==> config.mk <==
export PLATFORM = sky130hd
export DESIGN_NAME = frame_receiver
export DESIGN_NICKNAME = d
export VERILOG_FILES = /design/src/rtl/frame_receiver_pkg.sv /design/src/rtl/frame_fifo.sv /design/src/rtl/frame_receiver.sv
export SDC_FILE = /design/constraint.sdc
export NUM_CORES = 1
export LEC_CHECK = 0
export ABC_AREA = 1
export BUFFER_PORTS_ARGS = -buffer_cell sky130_fd_sc_hd__buf_2
export CORE_AREA = 2 2 72 67
export CTS_CLUSTER_DIAMETER = 30
export DETAILED_ROUTE_END_ITERATION = 10
export DIE_AREA = 0 0 74 69
export HOLD_SLACK_MARGIN = 0.05
export PLACE_DENSITY_LB_ADDON = 0.3
export SYNTH_ARGS = -nofsm -noshare
export SYNTH_HDL_FRONTEND = slang
export SYNTH_HIERARCHICAL = 1
export SYNTH_SLANG_ARGS = --single-unit
==> constraint.sdc <==
create_clock -name clk -period 2.6 [get_ports clk]
set_input_delay 0.39 -clock clk [delete_from_list [all_inputs] [get_ports clk]]
set_output_delay 0.39 -clock clk [all_outputs]
set_load 0.03 [all_outputs]
==> src/rtl/frame_receiver_pkg.sv <==
// Shared definitions for the serial frame receiver: FSM states, default sizes
// and the pointer-width helper used by the receiver and its output FIFO.
package frame_receiver_pkg;

  localparam int DEF_WIDTH = 8;
  localparam int DEF_DEPTH = 4;

  typedef enum logic [1:0] {
    S_IDLE   = 2'd0,
    S_SHIFT  = 2'd1,
    S_PARITY = 2'd2
  } state_e;

  // Index width for a structure of n entries; never below one bit.
  function automatic int ptr_w(input int n);
    return (n <= 2) ? 1 : $clog2(n);
  endfunction

endpackage

==> src/rtl/frame_fifo.sv <==
// Output FIFO of the frame receiver: power-of-two depth, first-word-fall-through
// head, push accepted at full only when a pop happens on the same edge.
module frame_fifo
  import frame_receiver_pkg::*;
#(
  parameter int width = DEF_WIDTH,
  parameter int depth = DEF_DEPTH
) (
  input  logic             clk,
  input  logic             rst_n,
  input  logic             i_push,
  input  logic [width-1:0] i_data,
  input  logic             i_pop,
  output logic [width-1:0] o_data,
  output logic             o_full,
  output logic             o_empty,
  output logic             o_drop
);

  localparam int PW = ptr_w(depth);

  logic [width-1:0] r_mem [depth];
  logic [PW-1:0]    r_wr_ptr;
  logic [PW-1:0]    r_rd_ptr;
  logic [PW:0]      r_count;

  logic w_pop;
  logic w_push;

  assign o_empty = (r_count == '0);
  assign o_full  = (r_count == (PW+1)'(depth));
  assign w_pop   = i_pop && !o_empty;
  assign w_push  = i_push && (!o_full || w_pop);
  assign o_drop  = i_push && o_full && !w_pop;
  assign o_data  = o_empty ? '0 : r_mem[r_rd_ptr];

  // Pointers wrap naturally because depth is a power of two.
  always_ff @(posedge clk or negedge rst_n) begin
    if (!rst_n) begin
      r_wr_ptr <= '0;
      r_rd_ptr <= '0;
      r_count  <= '0;
    end else begin
      if (w_push) r_wr_ptr <= r_wr_ptr + PW'(1);
      if (w_pop)  r_rd_ptr <= r_rd_ptr + PW'(1);
      case ({w_push, w_pop})
        2'b10:   r_count <= r_count + (PW+1)'(1);
        2'b01:   r_count <= r_count - (PW+1)'(1);
        default: r_count <= r_count;
      endcase
    end
  end

  // NOTE: storage has no reset; o_data is masked while empty, so stale
  // contents are never observable and the array maps onto plain RAM.
  always_ff @(posedge clk) begin
    if (w_push) r_mem[r_wr_ptr] <= i_data;
  end

endmodule

==> src/rtl/frame_receiver.sv <==
// Serial-to-parallel frame receiver (MSB first) feeding an output FIFO.
// Define FRAME_RECEIVER_PARITY_EN to require a trailing even-parity bit per frame.
module frame_receiver
  import frame_receiver_pkg::*;
#(
  parameter int width = DEF_WIDTH,
  parameter int depth = DEF_DEPTH
) (
  input  logic             clk,
  input  logic             rst_n,
  input  logic             sample_en,
  input  logic             serial_in,
  input  logic             frame_start,
  output logic [width-1:0] data_out,
  output logic             data_valid,
  input  logic             data_ready,
  output logic             full,
  output logic             overflow,
  output logic             parity_err
);

  localparam int CW = ptr_w(width);

  state_e           r_state;
  logic [CW-1:0]    r_cnt;
  logic [width-1:0] r_shift;
  logic             r_overflow;

  logic             w_sample;
  logic             w_last_bit;
  logic [width-1:0] w_word_next;
  logic             w_push;
  logic [width-1:0] w_push_data;
  logic             w_empty;
  logic             w_drop;

  assign w_sample    = sample_en && !frame_start;
  assign w_last_bit  = (r_state == S_SHIFT) && w_sample && (r_cnt == CW'(width - 1));
  assign w_word_next = {r_shift[width-2:0], serial_in};

`ifdef FRAME_RECEIVER_PARITY_EN
  localparam state_e AFTER_DATA = S_PARITY;

  logic w_par_done;
  logic w_par_ok;
  logic r_parity_err;

  // Even parity: data bits plus the parity bit must hold an even number of ones.
  assign w_par_done  = (r_state == S_PARITY) && w_sample;
  assign w_par_ok    = ~^{r_shift, serial_in};
  assign w_push      = w_par_done && w_par_ok;
  assign w_push_data = r_shift;
  assign parity_err  = r_parity_err;

  always_ff @(posedge clk or negedge rst_n) begin
    if (!rst_n) r_parity_err <= 1'b0;
    else        r_parity_err <= w_par_done && !w_par_ok;
  end
`else
  localparam state_e AFTER_DATA = S_IDLE;

  logic w_unused_msb;

  // The word is pushed straight from the shifter input, so its top bit is never read back.
  assign w_unused_msb = r_shift[width-1];
  assign w_push       = w_last_bit;
  assign w_push_data  = w_word_next;
  assign parity_err   = 1'b0;
`endif

  always_ff @(posedge clk or negedge rst_n) begin
    if (!rst_n) begin
      r_state <= S_IDLE;
      r_cnt   <= '0;
      r_shift <= '0;
    end else if (frame_start) begin
      r_state <= S_SHIFT;
      r_cnt   <= '0;
      r_shift <= '0;
    end else begin
      case (r_state)
        S_SHIFT: begin
          if (sample_en) begin
            r_shift <= w_word_next;
            if (w_last_bit) begin
              r_cnt   <= '0;
              r_state <= AFTER_DATA;
            end else begin
              r_cnt <= r_cnt + CW'(1);
            end
          end
        end
        S_PARITY: if (sample_en) r_state <= S_IDLE;
        default:  r_state <= S_IDLE;
      endcase
    end
  end

  always_ff @(posedge clk or negedge rst_n) begin
    if (!rst_n) r_overflow <= 1'b0;
    else        r_overflow <= r_overflow | w_drop;
  end

  frame_fifo #(
    .width (width),
    .depth (depth)
  ) u_fifo (
    .clk     (clk),
    .rst_n   (rst_n),
    .i_push  (w_push),
    .i_data  (w_push_data),
    .i_pop   (data_ready),
    .o_data  (data_out),
    .o_full  (full),
    .o_empty (w_empty),
    .o_drop  (w_drop)
  );

  assign data_valid = !w_empty;
  assign overflow   = r_overflow;

endmodule

==> summary.txt, run 1 <==
Worst hold path
  – Hold Crit Class: primary input to flop
  – Hold Path Cell Cnt: 1

Clock network
  – Post-CTS setup buffers: 0
  – Clock sinks: 51
  – Number of CTS-inserted buffers: 5
  – Clock Path Buffers: 2
  – Clk_lat worst skew: 0.30 ns
  – Clk root buf: clkbuf_8
  – CTS tree: done
  – H-Tree Depth: 2
  – Worst-path clk slew: ~0.09 ns

Place
  – GPL Wtd Cong: 0.745
  – Hpwl dp: 2610 um
  – Number of port buffers: 16

Yosys
  – Area share of the largest cell type after synthesis: 0.415
  – Synthesized area per cell: 10.9 sq um
  – Count leader, synth: nor2_1
  – Ys Warns: 6
  – Post-synthesis cell count: 212
  – Number of synthesized flops with an enable pin: 32
  – Yosys cell types: 26
  – Sequential-to-total area share from yosys stat: 0.621
  – Dominant cells by area after synthesis: edfxtp_1, dfrtp_1, nor2_1
  – Flops & latches, synth: 51
  – Area leader, netlist: edfxtp_1
  – Syn nets: 225
  – Ys flop type: edfxtp_1
  – Cell Area, Synth: 2310 sq um
  – Fraction of registers with async set/reset: 0.373
  – Commonest cells post-synth: nor2_1, edfxtp_1, nand2_1, dfrtp_1

Drt
  – ANT nets after route: 0
  – # DRC: 0
  – Initial DRC Count: 93
  – Pre-antenna DRT Iters: 4
  – Post-detailed-route wirelength per cell: 13.1 um
  – Via count: roughly 1400
  – DR vias/cell: around 4.8
  – Routed WL: 3900 um

Power
  – Psw: 0.941 mW
  – Leak: approximately 1.1 nW
  – Power per cell area: ~930 nW/um^2
  – Comb pwr share: 0.365
  – Sw frac: 0.392
  – Internal: 1.46 mW
  – Peak VDD IR: about 450 uV
  – Clock power share: 0.225
  – Sequential power share: 0.410

Timing
  – Worst slew pin tran: 0.632 ns
  – Clk_skew: 0.0103 ns
  – Period utilisation layout: 0.850
  – Rel. slew slack: 0.579
  – Number of max-slew violations in the final report: 0
  – Max Fclk: 452 MHz
  – Setup violations, final: 0
  – Unrepaired setup endpoints after global routing: false
  – Crit path time final: 2.21 ns
  – Setup TNS: 0 ns
  – Hold Fails Final Rpt: 0

GRT
  – Vias in the first global route: 1368
  – Total gr overflow: 0
  – Largest net degree at the start of global routing: 20
  – GR Util All Layers: 0.170
  – Initial antenna violation count: 0
  – First-pass GRT wire length: between 6000 and 7000 um

Floorplan
  – Core region area: 4350 sq um
  – Die area: approximately 5100 sq um
  – Die width: 74 um
  – Boundary Pins: 18
  – Die height: 69 um
  – Row cnt: 23
  – Initial Util: 0.532

Worst setup path
  – Crit Path Max Fanout: 18
  – Setup crit end kind: primary output
  – CP Launch Type: flop
  – Reg2Reg Depth: 11
  – Critical path required time: 2.21 ns
  – Critical path class: flop to primary output
  – WP data arrival: 1.82 ns

Final layout
  – Register area: 1440 sq um
  – Area growth, synth to finish: 11.6%
  – # diodes: 0
  – Area occupied by multi-input gates: 747 sq um
  – Core Util, Final: 0.594
  – Final #Nets: 248
  – Layout filler cell count: 373
  – Share of layout cells above drive strength 1: 0.220

Status
  – Status: finished, final reports clean

Run
  – Max-cap check violation count: 0
-- cell families after synthesis --
group,share of synthesized area
AO/OA/AOI/OAI,0.0584
XOR/XNOR,0.0114
AND/OR/NAND/NOR,0.210
adder cells (fa/ha/maj),0.0411
flip-flops,0.621
other,0.00162
buffers and inverters,0.0562
-- area by class of cell --
cell class              instances  share of cell area
multi-input cells             134               0.289
inverters                      20              0.0291
repair buffers                 23              0.0523
well taps                      62              0.0300
clock buffers                   5              0.0266
flip-flops and latches         51               0.556
clock inverters                 3              0.0165
-- placed cells by master, fill, tap and decap left out, types with 10 or more instances in the layout --
cell	Yosys	layout
a21oi_1	10	10
buf_2	1	16
dfrtp_1	19	19
edfxtp_1	32	32
inv_1	16	16
nand2_1	27	27
nand3_2	10	10
nor2_1	42	42
o21ai_0	16	16
-- worst max-delay path, stage by stage (launching register included) --
cell     delay, ns
dfrtp_1       0.75
inv_2         0.27
o21ai_0       0.23
a21oi_1       0.10
buf_2         0.18
-- worst paths after layout --
kind,from,endpoint,slack [ns]
hold / removal,serial_in,u_fifo/r_mem[1][0],0.32
setup reg to reg,r_cnt[0],u_fifo/r_count[2],0.48
min in group asynchronous,rst_n,u_fifo/r_wr_ptr[0],0.56
max in group asynchronous,rst_n,r_shift[6],1.72
setup / recovery,u_fifo/r_rd_ptr[0],data_out[5],0.39
hold reg to reg,overflow,overflow,0.47
-- flip-flops by register name, summed over array words and instances, names as in the netlist --
signal / flops
u_fifo/r_mem: 32
r_shift: 7
r_cnt: 3
u_fifo/r_count: 3
u_fifo/r_rd_ptr: 2
u_fifo/r_wr_ptr: 2
overflow: 1
r_state: 1
-- power by group through the flow --
stage	clock [mW]	combinational [mW]	sequential [mW]
floorplan	0	0.731	0.951
global placement	0	0.872	1.00
detailed placement	0	0.886	1.00
CTS	0.554	0.887	0.986
global route	0.592	0.982	0.996
finish	0.540	0.878	0.984
-- routing by layer --
layer / share of wire / track usage
met4: 0.011 / 0.0586
met5: 0 / 0
met3: 0.028 / 0.0482
met1: 0.48 / 0.229
met2: 0.49 / 0.262
-- metrics by stage --
stage / total power [mW] / area, sq um / worst slack [ns] / cells / hold WS [ns]
floorplan: 1.68 / 2310 / 0.436 / 212 / 0.0944
global placement: 1.87 / 2460 / 0.570 / 289 / 0.362
detailed placement: 1.89 / 2460 / 0.500 / 289 / 0.360
CTS: 2.43 / 2580 / 0.362 / 298 / 0.313
global route: 2.57 / 2580 / 0.210 / 298 / 0.310
finish: 2.40 / 2580 / 0.390 / 298 / 0.319
-- repair_timing --
action,in CTS,in global routing
gates resized for setup,0,0
endpoints found under the hold margin,19,0
hold buffers,1,0
(Power assumes the default switching activity.)
==> run 2: changes to the inputs <==
- GPL_TIMING_DRIVEN: not set -> 0
==> run 2 against run 1 <==
Net effect:
- maximum frequency fell by 5.1%
- clock power is 18% lower
- first-iteration DRC count up 2.2%
- sequential share of layout area increased by 0.16 points
- worst hold slack better by 0.024 ns
- die area did not move
- cell count grew 0.34%
- setup slack lost 0.12 ns
- critical path type is now flop to flop
- highest routed layer unchanged
==> summary.txt, run 2 (same netlist as run 1, synthesis figures left out) <==
Place
  – Number of port buffers: 16
  – Placed cells: 290
  – GPL Wtd Cong: 0.772
  – DP Worst Slack: -0.0450 ns
  – Hpwl dp: 2670 um
  – Area post-placement: 2470 sq um

Worst setup path
  – Critical path class: flop to flop
  – Critical-path top delay cell: nor2_1
  – CP Launch Type: flop
  – WP data arrival: 2.26 ns
  – Crit Path Max Fanout: 8
  – Slowest cell delay on critical path: 0.65 ns
  – Critical path's top delay family: simple AND/OR/NAND/NOR gates
  – Bufs and invs on worst path: 0
  – Crit-path cells: ha_1 > ha_1 > nor3b_2 > nand2_4 > nor2_1
  – CP dominant cell by count: ha_1
  – Critical path required time: around 2.5 ns
  – Setup crit end kind: flop

Final layout
  – Area occupied by multi-input gates: about 750 sq um
  – Final #Nets: 249
  – Layout filler cell count: 365
  – # diodes: 0
  – Post-route cell area: between 2000 and 3000 sq um
  – Largest regs: u_fifo/r_mem: 32 flops, r_shift: 7 flops
  – Share of layout cells above drive strength 1: 0.232
  – Area growth, synth to finish: 11.3%
  – Register area: 1440 sq um
  – Flip-flop count of the largest register after layout: 32
  – Most frequent cells in the layout: nor2_1, edfxtp_1, nand2_1, dfrtp_1, buf_2
  – Post-route insts no fill: 299
  – Core Util, Final: 0.593
  – Leading cell type in the layout, fill and taps excluded: nor2_1
  – Largest Register: u_fifo/r_mem

GRT
  – Total gr overflow: 0
  – First-pass GRT wire length: roughly 6700 um
  – Vias in the first global route: 1411
  – Initial antenna violation count: 0
  – Largest net degree at the start of global routing: 20
  – GR Util All Layers: 0.179

Clock network
  – Worst-path clk slew: 0.09 ns
  – Number of CTS-inserted buffers: 5
  – H-Tree Depth: 2
  – Clk root buf: clkbuf_8
  – CTS tree: done
  – Post-CTS setup buffers: 0
  – Clock Path Buffers: 2
  – Clk_lat worst skew: 0.30 ns
  – Clock sinks: 51

Power
  – Overall power: 2.36 mW
  – Peak VDD IR: 366 uV
  – Power per cell area: 917 nW/um^2
  – Leak: around 1.1 nW

Timing
  – WHS: 0.344 ns
  – Setup violations, final: 0
  – Final worst slack: 0.272 ns
  – Period utilisation layout: 0.896
  – Setup TNS: 0 ns
  – Clk_skew: 0.00615 ns
  – Worst slew pin tran: 0.825 ns
  – Max Fclk: 429 MHz
  – Hold Fails Final Rpt: 0
  – Rel. slew slack: 0.448
  – Crit path time final: ~2.3 ns
  – Number of max-slew violations in the final report: 0
  – Unrepaired setup endpoints after global routing: false

Drt
  – Routed WL: 3970 um
  – Initial DRC Count: between 90 and 100
  – # DRC: 0
  – DR vias/cell: 4.95
  – Pre-antenna DRT Iters: 4
  – Via count: 1479
  – ANT nets after route: 0
  – Post-detailed-route wirelength per cell: 13.3 um

Floorplan
  – Die width: 74 um
  – Core region area: around 4300 sq um
  – Initial Util: 0.532
  – Die area: 5110 sq um
  – Row cnt: 23
  – Die height: 69 um
  – Boundary Pins: 18

Worst hold path
  – Hold Crit Class: primary input to flop

Run
  – Max-cap check violation count: 0

Status
  – Status: finished, final reports clean
## run 2: layer usage
layer	global-route usage	routed length, um
met2	0.276	1930
met1	0.238	1790
met4	0.0768	78
met5	0	0
met3	0.0453	178
## run 2: worst register-to-register path, stage by stage, from the launching register on
cell and delay [ns]:
dfrtp_1 0.40, ha_1 0.17, ha_1 0.20, nor3b_2 0.42
nand2_4 0.13, nor2_1 0.65
## run 2: layout make-up
class,count,share of cell area
Buffer,7,0.0214
Clock buffer,5,0.0267
Clock inverter,3,0.00777
Inverter,20,0.0292
Multi-Input combinational cell,134,0.292
Sequential cell,51,0.558
Tap cell,62,0.0301
Timing Repair Buffer,17,0.0350
## run 2: worst paths after layout
path                           start            endpoint  slack [ns]  depth (start not counted)
min reg2reg                 overflow            overflow        0.46                          1
min                        serial_in  u_fifo/r_mem[3][0]        0.34                          1
min in group asynchronous      rst_n  u_fifo/r_wr_ptr[1]        0.55                          2
max in group asynchronous      rst_n  u_fifo/r_rd_ptr[0]        1.74                          2
max                         r_cnt[0]  u_fifo/r_mem[1][0]        0.27                          5
max reg2reg                 r_cnt[0]  u_fifo/r_mem[1][0]        0.27                          5
## run 2: power breakdown
group | leakage (nW) | switching (mW) | internal [mW] | total [mW]
clock network | 0.0402 | 0.253 | 0.187 | 0.441
registers | 0.502 | 0.0353 | 0.903 | 0.938
logic | 0.535 | 0.683 | 0.299 | 0.982
total | 1.08 | 0.972 | 1.39 | 2.36
## run 2: timing repair
action                                 CTS  global route
endpoints found under the hold margin   19             0
setup endpoints to repair               29             0
resized for setup                        1             0
hold buffers                             1             0
==> run 3: changes to the inputs <==
- SETUP_SLACK_MARGIN: not set -> 0.4
==> run 3 against run 2 <==
Net effect:
- cell count increased by 1.0%
- count of clock-buffer cells in the layout unchanged
- clock skew about the same
- register-to-register slack improved by 0.26 ns
- sequential cell count unchanged
==> summary.txt, run 3 (same netlist as run 1, synthesis figures left out) <==
Worst setup path
  – Critical-path top delay cell: nor2_2
  – CP Launch Type: flop
  – Slowest cell delay on critical path: 0.43 ns
  – Critical path's top delay family: simple AND/OR/NAND/NOR gates
  – Setup crit end kind: flop
  – Critical path required time: 2.54 ns
  – FF-to-FF Start: r_cnt[0]
  – R2r setup slk: 0.53 ns
  – CP dominant cell by count: ha_1
  – Crit-path cells: ha_1 > ha_1 > nor3b_4 > buf_4 > nand2_4 > nor2_2
  – Crit Path Max Fanout: 8
  – Reg2Reg Depth: 6
  – CP Depth: 6
  – Worst r2r dst: u_fifo/r_mem[3][2]
  – Crit path to: u_fifo/r_mem[3][2]
  – Critical path class: flop to flop
  – Critical path launch point: r_cnt[0]
  – WP data arrival: 2.01 ns
  – Bufs and invs on worst path: 1

GRT
  – Initial antenna violation count: 0
  – GR Util All Layers: 0.177
  – First-pass GRT wire length: 6670 um
  – Total gr overflow: 0
  – Largest net degree at the start of global routing: 20
  – Vias in the first global route: 1406

Power
  – Sequential power share: 0.390
  – Peak VDD IR: around 350 uV
  – Clock power share: 0.182
  – Leak: 1.10 nW
  – Comb pwr share: 0.428
  – Sw frac: 0.410
  – Power per cell area: 912 nW/um^2
  – Internal: 1.42 mW
  – Psw: 0.987 mW

Final layout
  – Register area: between 1000 and 1500 sq um
  – Post-route cell area: 2640 sq um
  – Area growth, synth to finish: 14.0%
  – Leading cell type in the layout, fill and taps excluded: nor2_1
  – Flip-flop count of the largest register after layout: 32
  – Largest regs: u_fifo/r_mem: 32 flops, r_shift: 7 flops
  – Final #Nets: 252
  – # diodes: 0
  – Area occupied by multi-input gates: 778 sq um
  – Largest Register: u_fifo/r_mem
  – Most frequent cells in the layout: nor2_1, edfxtp_1, nand2_1, dfrtp_1, o21ai_0
  – Layout filler cell count: 360
  – Share of layout cells above drive strength 1: 0.275

Clock network
  – Clock sinks: slightly above 50
  – CTS tree: done
  – Number of CTS-inserted buffers: 5
  – Clk root buf: clkbuf_8
  – Clock Path Buffers: 2
  – Worst-path clk slew: 0.09 ns
  – Clk_lat worst skew: 0.30 ns
  – H-Tree Depth: 2

Timing
  – Clk_skew: 0.00644 ns
  – Crit path time final: 2.07 ns
  – Rel. slew slack: 0.646
  – Final worst slack: 0.533 ns
  – Hold Fails Final Rpt: 0
  – Max Fclk: 484 MHz
  – WHS: around 0.34 ns
  – Worst slew pin tran: between 0.5 and 0.6 ns
  – Setup violations, final: 0
  – Unrepaired setup endpoints after global routing: false
  – Period utilisation layout: 0.795
  – Number of max-slew violations in the final report: 0

Place
  – Number of port buffers: 16
  – DP Worst Slack: -0.0450 ns
  – Hpwl dp: ~2700 um
  – GPL Wtd Cong: 0.772
  – Area post-placement: 2470 sq um

Floorplan
  – Die height: 69 um
  – Boundary Pins: 18
  – Die area: 5110 sq um
  – Die width: 74 um
  – Initial Util: 0.532
  – Core region area: roughly 4300 sq um
  – Row cnt: 23

Drt
  – Pre-antenna DRT Iters: 4
  – Via count: 1486
  – Initial DRC Count: 79
  – # DRC: 0
  – ANT nets after route: 0
  – Routed WL: 4050 um
  – DR vias/cell: 4.92
  – Post-detailed-route wirelength per cell: 13.4 um

Worst hold path
  – Hold Crit Class: primary input to flop

Status
  – Status: finished, final reports clean

Run
  – Max-cap check violation count: 0
-- run 3: what timing repair did --
item                                    in CTS  in global routing
endpoints found under the setup margin      35                  5
hold buffers                                 1                  0
buffers inserted                             0                  3
hold endpoints to repair                    19                  0
pin swaps                                    0                  0
gates resized for setup                      6                 11
-- run 3: per-stage QoR --
step	TNS, ns	utilization	power, mW	instances
3_3_place_gp	0	0.569	1.91	290
2_1_floorplan	0	-	1.68	212
4_1_cts	0	0.596	2.39	299
5_1_grt	0	0.607	2.57	302
6_report	0	0.607	2.40	302
3_5_place_dp	-0.621	0.569	1.95	290
-- run 3: how the worst min path moves through the flow --
stage	slack (ns)	startpoint	depth (start not counted)	end
final	0.34	serial_in	1	u_fifo/r_mem[3][0]
after global routing	0.34	serial_in	1	u_fifo/r_mem[3][0]
after CTS	0.33	serial_in	1	u_fifo/r_mem[3][0]
after detailed placement	0.36	rst_n	1	u_fifo/r_wr_ptr[1]
after global placement	0.36	rst_n	1	u_fifo/r_wr_ptr[0]
after floorplan	0.09	rst_n	0	overflow
-- run 3: area by class of cell --
| class | count | share of cell area |
|---|---|---|
| clock inverter | 3 | 0.00759 |
| multi-input combinational | 134 | 0.295 |
| timing repair buffer | 20 | 0.0446 |
| tap | 62 | 0.0294 |
| buffer | 7 | 0.0228 |
| inverter | 20 | 0.0299 |
| sequential | 51 | 0.545 |
| clock buffer | 5 | 0.0261 |
-- run 3: power groups by stage --
stage / combinational [mW] / sequential (mW) / clock, mW
floorplan: 0.731 / 0.951 / 0
global placement: 0.956 / 0.954 / 0
detailed placement: 0.991 / 0.955 / 0
CTS: 0.992 / 0.938 / 0.455
global route: 1.13 / 0.945 / 0.487
finish: 1.03 / 0.939 / 0.438
-- run 3: worst register-to-register path: stages (launching register included) --
cell and delay (ns):
dfrtp_1 0.40, ha_1 0.17, ha_1 0.20, nor3b_4 0.26, buf_4 0.17, nand2_4 0.09
nor2_2 0.43
-- run 3: layer usage --
metal	wire length, um	part of all wire	global-route usage	vias up
met5	0	0	0	-
met4	79	0.020	0.0768	0
met3	115	0.028	0.0453	9
met2	1940	0.48	0.279	25
met1	1910	0.47	0.230	702
li1	-	-	-	750
